### src/rtl/simple_cpu.sv
// Single-cycle 32-bit demo CPU with a built-in program ROM; the only visible state is the
// memory-mapped LED register, which the default program drives with an up-counter.
module simple_cpu #(
  parameter int DELAY   = 4,  // delay-loop count loaded by the counter program (1..32767)
  parameter int PROGRAM = 0   // 0 = LED counter; 1..3 = short ISA exercise programs
) (
  input  logic        clk,
  input  logic        reset,
  output logic [31:0] class_led_0000_ext_red_led_exp
);

  typedef enum logic [3:0] {
    OP_NOP  = 4'h0,
    OP_LDI  = 4'h1,
    OP_ADD  = 4'h2,
    OP_SUB  = 4'h3,
    OP_ADDI = 4'h4,
    OP_AND  = 4'h5,
    OP_OR   = 4'h6,
    OP_XOR  = 4'h7,
    OP_OUT  = 4'h8,
    OP_JMP  = 4'h9,
    OP_BNZ  = 4'hA,
    OP_BZ   = 4'hB,
    OP_HALT = 4'hF
  } opcode_t;

  localparam logic [15:0] DELAY_IMM = 16'(DELAY);

  function automatic logic [31:0] enc(input opcode_t op, input logic [3:0] rd,
                                      input logic [3:0] ra, input logic [3:0] rb,
                                      input logic [15:0] imm);
    return {op, rd, ra, rb, imm};
  endfunction

  logic [7:0]  pc, pc_next;
  logic [31:0] regs [16];
  logic [31:0] led;
  logic [31:0] instr;

  // Program ROM: asynchronous read at pc, every unlisted word is a NOP.
  always_comb begin
    instr = enc(OP_NOP, 4'd0, 4'd0, 4'd0, 16'h0000);
    if (PROGRAM == 1) begin
      case (pc)
        8'd0: instr = enc(OP_LDI,  4'd3, 4'd0, 4'd0, 16'hFFFF);
        8'd1: instr = enc(OP_ADDI, 4'd3, 4'd3, 4'd0, 16'h0002);
        8'd2: instr = enc(OP_OUT,  4'd0, 4'd3, 4'd0, 16'h0000);
        8'd3: instr = enc(OP_LDI,  4'd1, 4'd0, 4'd0, 16'h0001);
        8'd4: instr = enc(OP_SUB,  4'd2, 4'd0, 4'd1, 16'h0000);
        8'd5: instr = enc(OP_OUT,  4'd0, 4'd2, 4'd0, 16'h0000);
        8'd6: instr = enc(OP_LDI,  4'd0, 4'd0, 4'd0, 16'h0005);
        8'd7: instr = enc(OP_OUT,  4'd0, 4'd0, 4'd0, 16'h0000);
        8'd8: instr = enc(OP_HALT, 4'd0, 4'd0, 4'd0, 16'h0000);
        default: ;
      endcase
    end else if (PROGRAM == 2) begin
      case (pc)
        8'd0: instr = enc(OP_LDI,  4'd1, 4'd0, 4'd0, 16'h0001);
        8'd1: instr = enc(OP_BZ,   4'd0, 4'd1, 4'd0, 16'h0006);
        8'd2: instr = enc(OP_LDI,  4'd2, 4'd0, 4'd0, 16'h0011);
        8'd3: instr = enc(OP_OUT,  4'd0, 4'd2, 4'd0, 16'h0000);
        8'd4: instr = enc(OP_BZ,   4'd0, 4'd0, 4'd0, 16'h0007);
        8'd5: instr = enc(OP_OUT,  4'd0, 4'd1, 4'd0, 16'h0000);
        8'd6: instr = enc(OP_HALT, 4'd0, 4'd0, 4'd0, 16'h0000);
        8'd7: instr = enc(OP_LDI,  4'd3, 4'd0, 4'd0, 16'h0033);
        8'd8: instr = enc(OP_OUT,  4'd0, 4'd3, 4'd0, 16'h0000);
        8'd9: instr = enc(OP_HALT, 4'd0, 4'd0, 4'd0, 16'h0000);
        default: ;
      endcase
    end else if (PROGRAM == 3) begin
      case (pc)
        8'd0:  instr = enc(OP_LDI,  4'd1, 4'd0, 4'd0, 16'h0F0F);
        8'd1:  instr = enc(OP_LDI,  4'd2, 4'd0, 4'd0, 16'h00FF);
        8'd2:  instr = enc(OP_AND,  4'd3, 4'd1, 4'd2, 16'h0000);
        8'd3:  instr = enc(OP_OUT,  4'd0, 4'd3, 4'd0, 16'h0000);
        8'd4:  instr = enc(OP_OR,   4'd3, 4'd1, 4'd2, 16'h0000);
        8'd5:  instr = enc(OP_OUT,  4'd0, 4'd3, 4'd0, 16'h0000);
        8'd6:  instr = enc(OP_XOR,  4'd3, 4'd1, 4'd2, 16'h0000);
        8'd7:  instr = enc(OP_OUT,  4'd0, 4'd3, 4'd0, 16'h0000);
        8'd8:  instr = enc(OP_ADD,  4'd3, 4'd1, 4'd2, 16'h0000);
        8'd9:  instr = enc(OP_OUT,  4'd0, 4'd3, 4'd0, 16'h0000);
        8'd10: instr = enc(OP_HALT, 4'd0, 4'd0, 4'd0, 16'h0000);
        8'd11: instr = enc(OP_OUT,  4'd0, 4'd1, 4'd0, 16'h0000);
        default: ;
      endcase
    end else begin
      case (pc)
        8'd0: instr = enc(OP_LDI,  4'd1, 4'd0, 4'd0, 16'h0000);
        8'd1: instr = enc(OP_LDI,  4'd2, 4'd0, 4'd0, DELAY_IMM);
        8'd2: instr = enc(OP_ADDI, 4'd2, 4'd2, 4'd0, 16'hFFFF);
        8'd3: instr = enc(OP_BNZ,  4'd0, 4'd2, 4'd0, 16'h0002);
        8'd4: instr = enc(OP_ADDI, 4'd1, 4'd1, 4'd0, 16'h0001);
        8'd5: instr = enc(OP_OUT,  4'd0, 4'd1, 4'd0, 16'h0000);
        8'd6: instr = enc(OP_JMP,  4'd0, 4'd0, 4'd0, 16'h0001);
        default: ;
      endcase
    end
  end

  opcode_t     op;
  logic [3:0]  rd;
  logic [31:0] va, vb, simm;
  logic [7:0]  tgt;
  logic        wr_en, led_wr;
  logic [31:0] wr_data;

  assign op   = opcode_t'(instr[31:28]);
  assign rd   = instr[27:24];
  // regs[0] is never written, so r0 reads as zero without a separate mux.
  assign va   = regs[instr[23:20]];
  assign vb   = regs[instr[19:16]];
  assign simm = {{16{instr[15]}}, instr[15:0]};
  assign tgt  = instr[7:0];

  // NOTE: every output of this block gets a default first so no latch is inferred.
  always_comb begin
    pc_next = pc + 8'd1;
    wr_en   = 1'b0;
    wr_data = '0;
    led_wr  = 1'b0;
    case (op)
      OP_LDI:  begin wr_en = 1'b1; wr_data = simm;     end
      OP_ADD:  begin wr_en = 1'b1; wr_data = va + vb;  end
      OP_SUB:  begin wr_en = 1'b1; wr_data = va - vb;  end
      OP_ADDI: begin wr_en = 1'b1; wr_data = va + simm; end
      OP_AND:  begin wr_en = 1'b1; wr_data = va & vb;  end
      OP_OR:   begin wr_en = 1'b1; wr_data = va | vb;  end
      OP_XOR:  begin wr_en = 1'b1; wr_data = va ^ vb;  end
      OP_OUT:  led_wr = 1'b1;
      OP_JMP:  pc_next = tgt;
      OP_BNZ:  if (va != '0) pc_next = tgt;
      OP_BZ:   if (va == '0) pc_next = tgt;
      OP_HALT: pc_next = pc;
      default: ;
    endcase
    if (rd == 4'd0) wr_en = 1'b0;
  end

  // NOTE: the 16-entry register file is reset in full because software relies on zeroed registers.
  // NOTE: all sequential state uses non-blocking assignments so reads see pre-edge values.
  always_ff @(posedge clk or negedge reset) begin
    if (!reset) begin
      pc  <= '0;
      led <= '0;
      for (int i = 0; i < 16; i++) regs[i] <= '0;
    end else begin
      pc <= pc_next;
      if (wr_en)  regs[rd] <= wr_data;
      if (led_wr) led <= va;
    end
  end

  assign class_led_0000_ext_red_led_exp = led;

endmodule

### config.mk
export PLATFORM = sky130hd
export DESIGN_NAME = simple_cpu
export DESIGN_NICKNAME = d
export VERILOG_FILES = /design/src/rtl/simple_cpu.sv
export SDC_FILE = /design/constraint.sdc
export NUM_CORES = 1
export LEC_CHECK = 0
export ABC_CLOCK_PERIOD_IN_PS = 8700
export CAP_MARGIN = 30
export CORE_AREA = 2 2 136 138
export DETAILED_ROUTE_END_ITERATION = 7
export DIE_AREA = 0 0 138 140
export GPL_ROUTABILITY_DRIVEN = 0
export GPL_TIMING_DRIVEN = 0
export PLACE_DENSITY = 0.78
export SKIP_LAST_GASP = 1
export SLEW_MARGIN = 20
export SYNTH_ARGS = -nofsm -noshare
export SYNTH_HDL_FRONTEND = slang
export SYNTH_SLANG_ARGS = --single-unit
### constraint.sdc
create_clock -name clk -period 8.7 [get_ports clk]
set_clock_uncertainty 0.15 [all_clocks]
set_input_delay 0.87 -clock clk [delete_from_list [all_inputs] [get_ports clk]]
set_output_delay 0.87 -clock clk [all_outputs]
set_load 0.005 [all_outputs]
# After elaboration in Yosys (flattened, before gate mapping)
# Index checks and enable logic that the tools add are counted.
[word_totals] out_inout_bits=32 in_bits=2 reg_bits=552 elab_cells=73
[op_classes] muxes=17 magnitude_cmp=4 n_addsub=4 reduce_logical=6 eq_ne=18 bitwise=6
[ops] operator="$bwmux 512" count=1
[ops] operator="$pmux 32 s7" count=2
[ops] operator="$bmux 32 s4" count=2
[ops] operator="$mux 32" count=5
[ops] operator="$demux 32 s4" count=1
[ops] operator="$add 32x32->32" count=2
[ops] operator="$and 32x32->32" count=1
[ops] operator="$logic_not 32->1" count=1
[ops] operator="$or 32x32->32" count=1
[ops] operator="$pmux 8 s4" count=1
[ops] operator="$reduce_bool 32->1" count=1
[ops] operator="$sub 32x32->32" count=1
[ops] operator="$xor 32x32->32" count=1
[ops] operator="$eq 8x3->1 const B" count=3
[ops] operator="$eq 4x4->1 const B" count=5
[ops] operator="$eq 4x3->1 const B" count=4
[ops] operator="$eq 8x2->1 const B" count=2
[ops] operator="$mux 8" count=2
[ops] operator="$ge 5x5->1 const B" count=3
[ops] operator="$not 4->5" count=3
[ops] operator="$add 8x1->8 const B" count=1
[ops] operator="$eq 4x2->1 const B" count=2
[ops] operator="$eq 8x1->1 const B" count=1
[ops] operator="$logic_not 8->1" count=1
[ops] operator="other kinds (6)" count=8

# Longest topological paths before layout
[logic_depth] ltp_word=9 mapped_depth=20 ltp_nobuf=17

# Worst setup path before layout
# OpenSTA, ideal clock, no wires.
[synth_path] kind="reg-to-reg" startpoint="reg pc[6]" endpoint="reg regs[442] in the netlist's numbering" path_stages_with_launch=19 setup_slack_ns=3.925 period_less_slack_ns=4.775 arrival_time_ns=4.504 n_path_buf=3 t_required_ns=8.429 path_cell_list="dfrtp_1 or4_1 buf_2 nor3_2 buf_6 buf_2 mux2i_1 nor2_1 a21oi_1 inv_1 fa_1 a211oi_1 nor3_1 o211ai_1 a22oi_1 a221o_1 a311oi_1 o21ai_0 a22o_1"
[synth_between] elab_chain_cells=9 elab_cells_between_ends=37
[synth_lines] element="from (decl)" line="36" text="logic [7:0] pc, pc_next;"
[synth_lines] element="from (signal assigned)" line="148" text="pc <= pc_next;"
[synth_lines] element="$eq 8x3->1 (tied with other cells)" line="88" text="case (pc)"
[synth_lines] element="$pmux 32 s7 (*)" line="88"
[synth_lines] element="$not 4->5 (not written as such) (*)" line="111" text="assign va = regs[instr[23:20]];"
[synth_lines] element="$bmux 32 s4 (*)" line="111"
[synth_lines] element="$mux 32 (not written as such) (*) (2 in a row)" line="111"
[synth_lines] element="net va[1]" line="103" text="logic [31:0] va, vb, simm;"
[synth_lines] element="$add 32x32->32 (tied with other cells)" line="126" text="OP_ADDI: begin wr_en = 1'b1; wr_data = va + simm; end"
[synth_lines] element="$pmux 32 s7 (*)" line="122" text="case (op)"
[synth_lines] element="$bwmux 512 (*)" line="149" text="if (wr_en) regs[rd] <= wr_data;"
[synth_lines] element="to (signal, indexed assignment)" line="149"
[synth_lines] element="to (decl)" line="37" text="logic [31:0] regs [16];"
# Mark *: on every way through the listed nets, which the timed path passes. The rest lies on a longest branch. The select of a mux whose other input is x is not followed.
# A chain may end at the register's enable or synchronous reset.

# Final worst setup path
[layout_path] startpoint="reg pc[6]" endpoint="reg regs[442] in the netlist's numbering"
[layout_between] elab_chain_cells=9 elab_cells_between_ends=37
[layout_lines] element="$eq 8x3->1 (tied with other cells)" line="88"
[layout_lines] element="$pmux 32 s7 (*)" line="88"
[layout_lines] element="$not 4->5 (not written as such)" line="111"
[layout_lines] element="$bmux 32 s4" line="111"
[layout_lines] element="$mux 32 (not written as such) (2 in a row)" line="111"
[layout_lines] element="$add 32x32->32 (tied with other cells)" line="126"
[layout_lines] element="$pmux 32 s7" line="122"
[layout_lines] element="$bwmux 512" line="149"
# Every way passes the cells marked *; elsewhere a longest branch is shown, timed or not. The select of a mux whose other input is x is not followed.

==> impl_metrics.toml <==
[die]
design.core.area_um2 = 17800
die-area_um2 = 19300
die_h_um = 140
io_pins = 34
start_util_pct = 49.7
die_x_um = 138
row_count = 49

[final_layout]
area_delta_synth_final_pct = 14.6
final_nets = 1182
layout-drive-gt1-share_pct = 6.70
final_util_pct = 56.9
fin_cells = 1349
nFillCells = 1545
diodes = 0
design_area_um2 = 10100

[synthesis]
yosys.area.top_type = "dfrtp_1"
ys_warn_count = 0
yosysMostFrequentCell = "nand2_1"
synth.distinct_cells = 62
syn_inst = 1053
async_flop_share_pct = 100
synth_edf_count = 0
synth_nets = 1128
ys_seq_area_share_pct = 38.5
ys_ff_latch = 136
syn_area_um2 = 8830
synth_top_cell_area_share_pct = 38.5
ys.flop_type = "dfrtp_1"
syn_area_per_cell_um2 = 8.39
netlist_top_cells_count = "nand2_1, dfrtp_1, o21ai_0"
synthTopCellsByArea = "dfrtp_1, ha_1, nand2_1"

[clock_network]
cts_buffers = 17
holdBufCountCts = 0
tritoncts = "built"
cts_buffer_depth = 2
clkSlewWorstSetupHoldPaths_ns = 0.06
ctsHtreeMaxLevel = 4
cts_sinks = 136
postCtsResizedCells = 0
insertion_delay_ns = 0.43
cts-root-buf = "clkbuf_16"
post_cts_buffers = 0

[timing]
tightest_slew_ns = 0.951
fin_tns_setup_ns = 0
finalHoldViolations = 0
max_freq_mhz = 153
rsz0062_at_grt = "false"
drv_slew = 0
timing.final.crit_period_ns = 6.54
setup_viol = 0
fin_crit_sh_pct = 75.2
max-slew-margin-rel_pct = 36.6
setup_ws_ns = 2.16

[detailed_routing]
route.met3.wl_um = 2900
detail-route-antenna-nets = 0
drtPass1Iterations = 7
drt-total-wl_um = 26300
drc = 0
num_vias = 8100
met1Wirelength_um = 10700
routed.top_layer = "met4"
avgViaCountPerCell = 6.00
initialDrtViolationCount = 969
dr_wl_met2_um = 11700
post_drt_wl_per_cell_um = 19.5

[hold_path]
hold_path.class = "input pin to async pin"

[critical_path]
r2r-end = "regs[442]$_DFFE_PN0P_"
reg2reg_slack_ns = 2.16
r2r-start = "pc[6]$_DFFE_PN0P_"
worstSetupPathType = "flip-flop to flip-flop"
worstPathArrival_ns = 6.71
rr_worst_depth = 18
cp-start-kind = "flip-flop"
critical_path_required_ns = 8.87
cp-end-kind = "flip-flop"
path_max_fanout = 10

[global_routing]
grt_pass1_wl_um = 41900
grt_max_degree = 88
grt_usage_pct = 27.5
antenna_found_initial = 0
grt_pass1_vias = 7766
globalRouteOverflowTotal = 0

[place]
post-place-ws_ns = 2.47
portBuffers = 33
hpwl_um = 18600
dpl_cell_area_um2 = 9480
dp.cells = 1316

[run_status]
status = "finished clean"

[power]
power.density_nw_per_um2 = 141
irDropWorstVdd_mv = 0.184
leakage_nw = 5.06

[job]
max_cap_viol_count = 0
==> critical path: stages, from the launching register on <==
cell and delay, ns:
dfrtp_1 0.41, or4_1 0.52, buf_2 0.18, nor2_2 0.30, nand2_1 0.19, nor2_1 0.37
clkbuf_1 0.65, clkbuf_1 0.48, o21ai_0 0.16, ha_1 0.31, clkbuf_1 0.28, nand4_1 0.18
nor3_1 0.48, o211ai_1 0.20, a22oi_1 0.59, a221o_1 0.37, a21o_1 0.18, o21ai_0 0.16
a22o_1 0.28
==> layout by cell type, fill, tap and decap left out, types with 17 or more instances in the layout <==
master             n
o21ai_0          109
a21o_1            19
clkbuf_1          76
clkdlybuf4s50_1   32
nand2_1          159
ha_1              72
nor2_1            69
clkbuf_16         17
mux2_2            19
inv_1             72
dfrtp_1          136
a21oi_1           84
nand3_1           17
mux2i_1           31
==> worst max path at each step <==
stage / startpoint / endpoint / slack (ns)
finish: pc[6]$_DFFE_PN0P_ / regs[442]$_DFFE_PN0P_ / 2.16
CTS: pc[6]$_DFFE_PN0P_ / regs[442]$_DFFE_PN0P_ / 2.45
global route: pc[1]$_DFFE_PN0P_ / regs[442]$_DFFE_PN0P_ / 2.02
detailed placement: pc[6]$_DFFE_PN0P_ / regs[442]$_DFFE_PN0P_ / 2.47
floorplan: pc[6]$_DFFE_PN0P_ / regs[442]$_DFFE_PN0P_ / 3.93
global placement: reset / class_led_0000_ext_red_led_exp[19]$_DFFE_PN0N_ / 1.12
==> routing by layer <==
layer	up-vias	GRT usage (%)
met5	-	0
met4	0	10.8
met3	91	7.25
met2	463	43.6
met1	3827	36.2
li1	3719	-
==> power by group <==
group / total (mW) / internal [mW] / switching, mW / leakage (nW)
clock network: 0.782 / 0.495 / 0.287 / 0.300
logic: 0.0141 / 0.00194 / 0.0122 / 2.88
registers: 0.633 / 0.633 / 0 / 1.89
==> flip-flops by register name, indices dropped and copies added (netlist names) <==
| signal | cells |
|---|---|
| regs | 96 |
| class_led_0000_ext_red_led_exp | 32 |
| pc | 8 |
==> kinds of logic (layout without fill, tap and decap cells) <==
group           Yosys count  in the layout  share of synthesized area, %
fa+ha+maj                73             73                          10.4
xor+xnor                 23             23                          2.28
compound gates          287            287                          19.1
flops                   136            136                          38.5
simple gates            328            328                          16.8
buf+inv                 156            223                          6.88
mux                      50             50                          5.94
==> cell type report <==
cell class              instances  area (µm²)  share of cell area [%]
inverters                      72         270                    2.67
multi-input cells             761        4820                    47.6
clock buffers                  21         460                    4.55
well taps                     229         287                    2.83
repair buffers                 35         370                    3.66
clock inverters                11         170                    1.68
plain buffers                  84         338                    3.34
flip-flops and latches        136        3400                    33.6
==> per-stage QoR <==
step | hold WS [ns] | power [mW]
global route | 0.217 | 1.46
floorplan | 0.287 | 0.644
finish | 0.190 | 1.43
CTS | 0.213 | 1.43
global placement | 0.305 | 0.658
detailed placement | 0.316 | 0.659
Note: power is estimated with default switching activity, not from simulation.
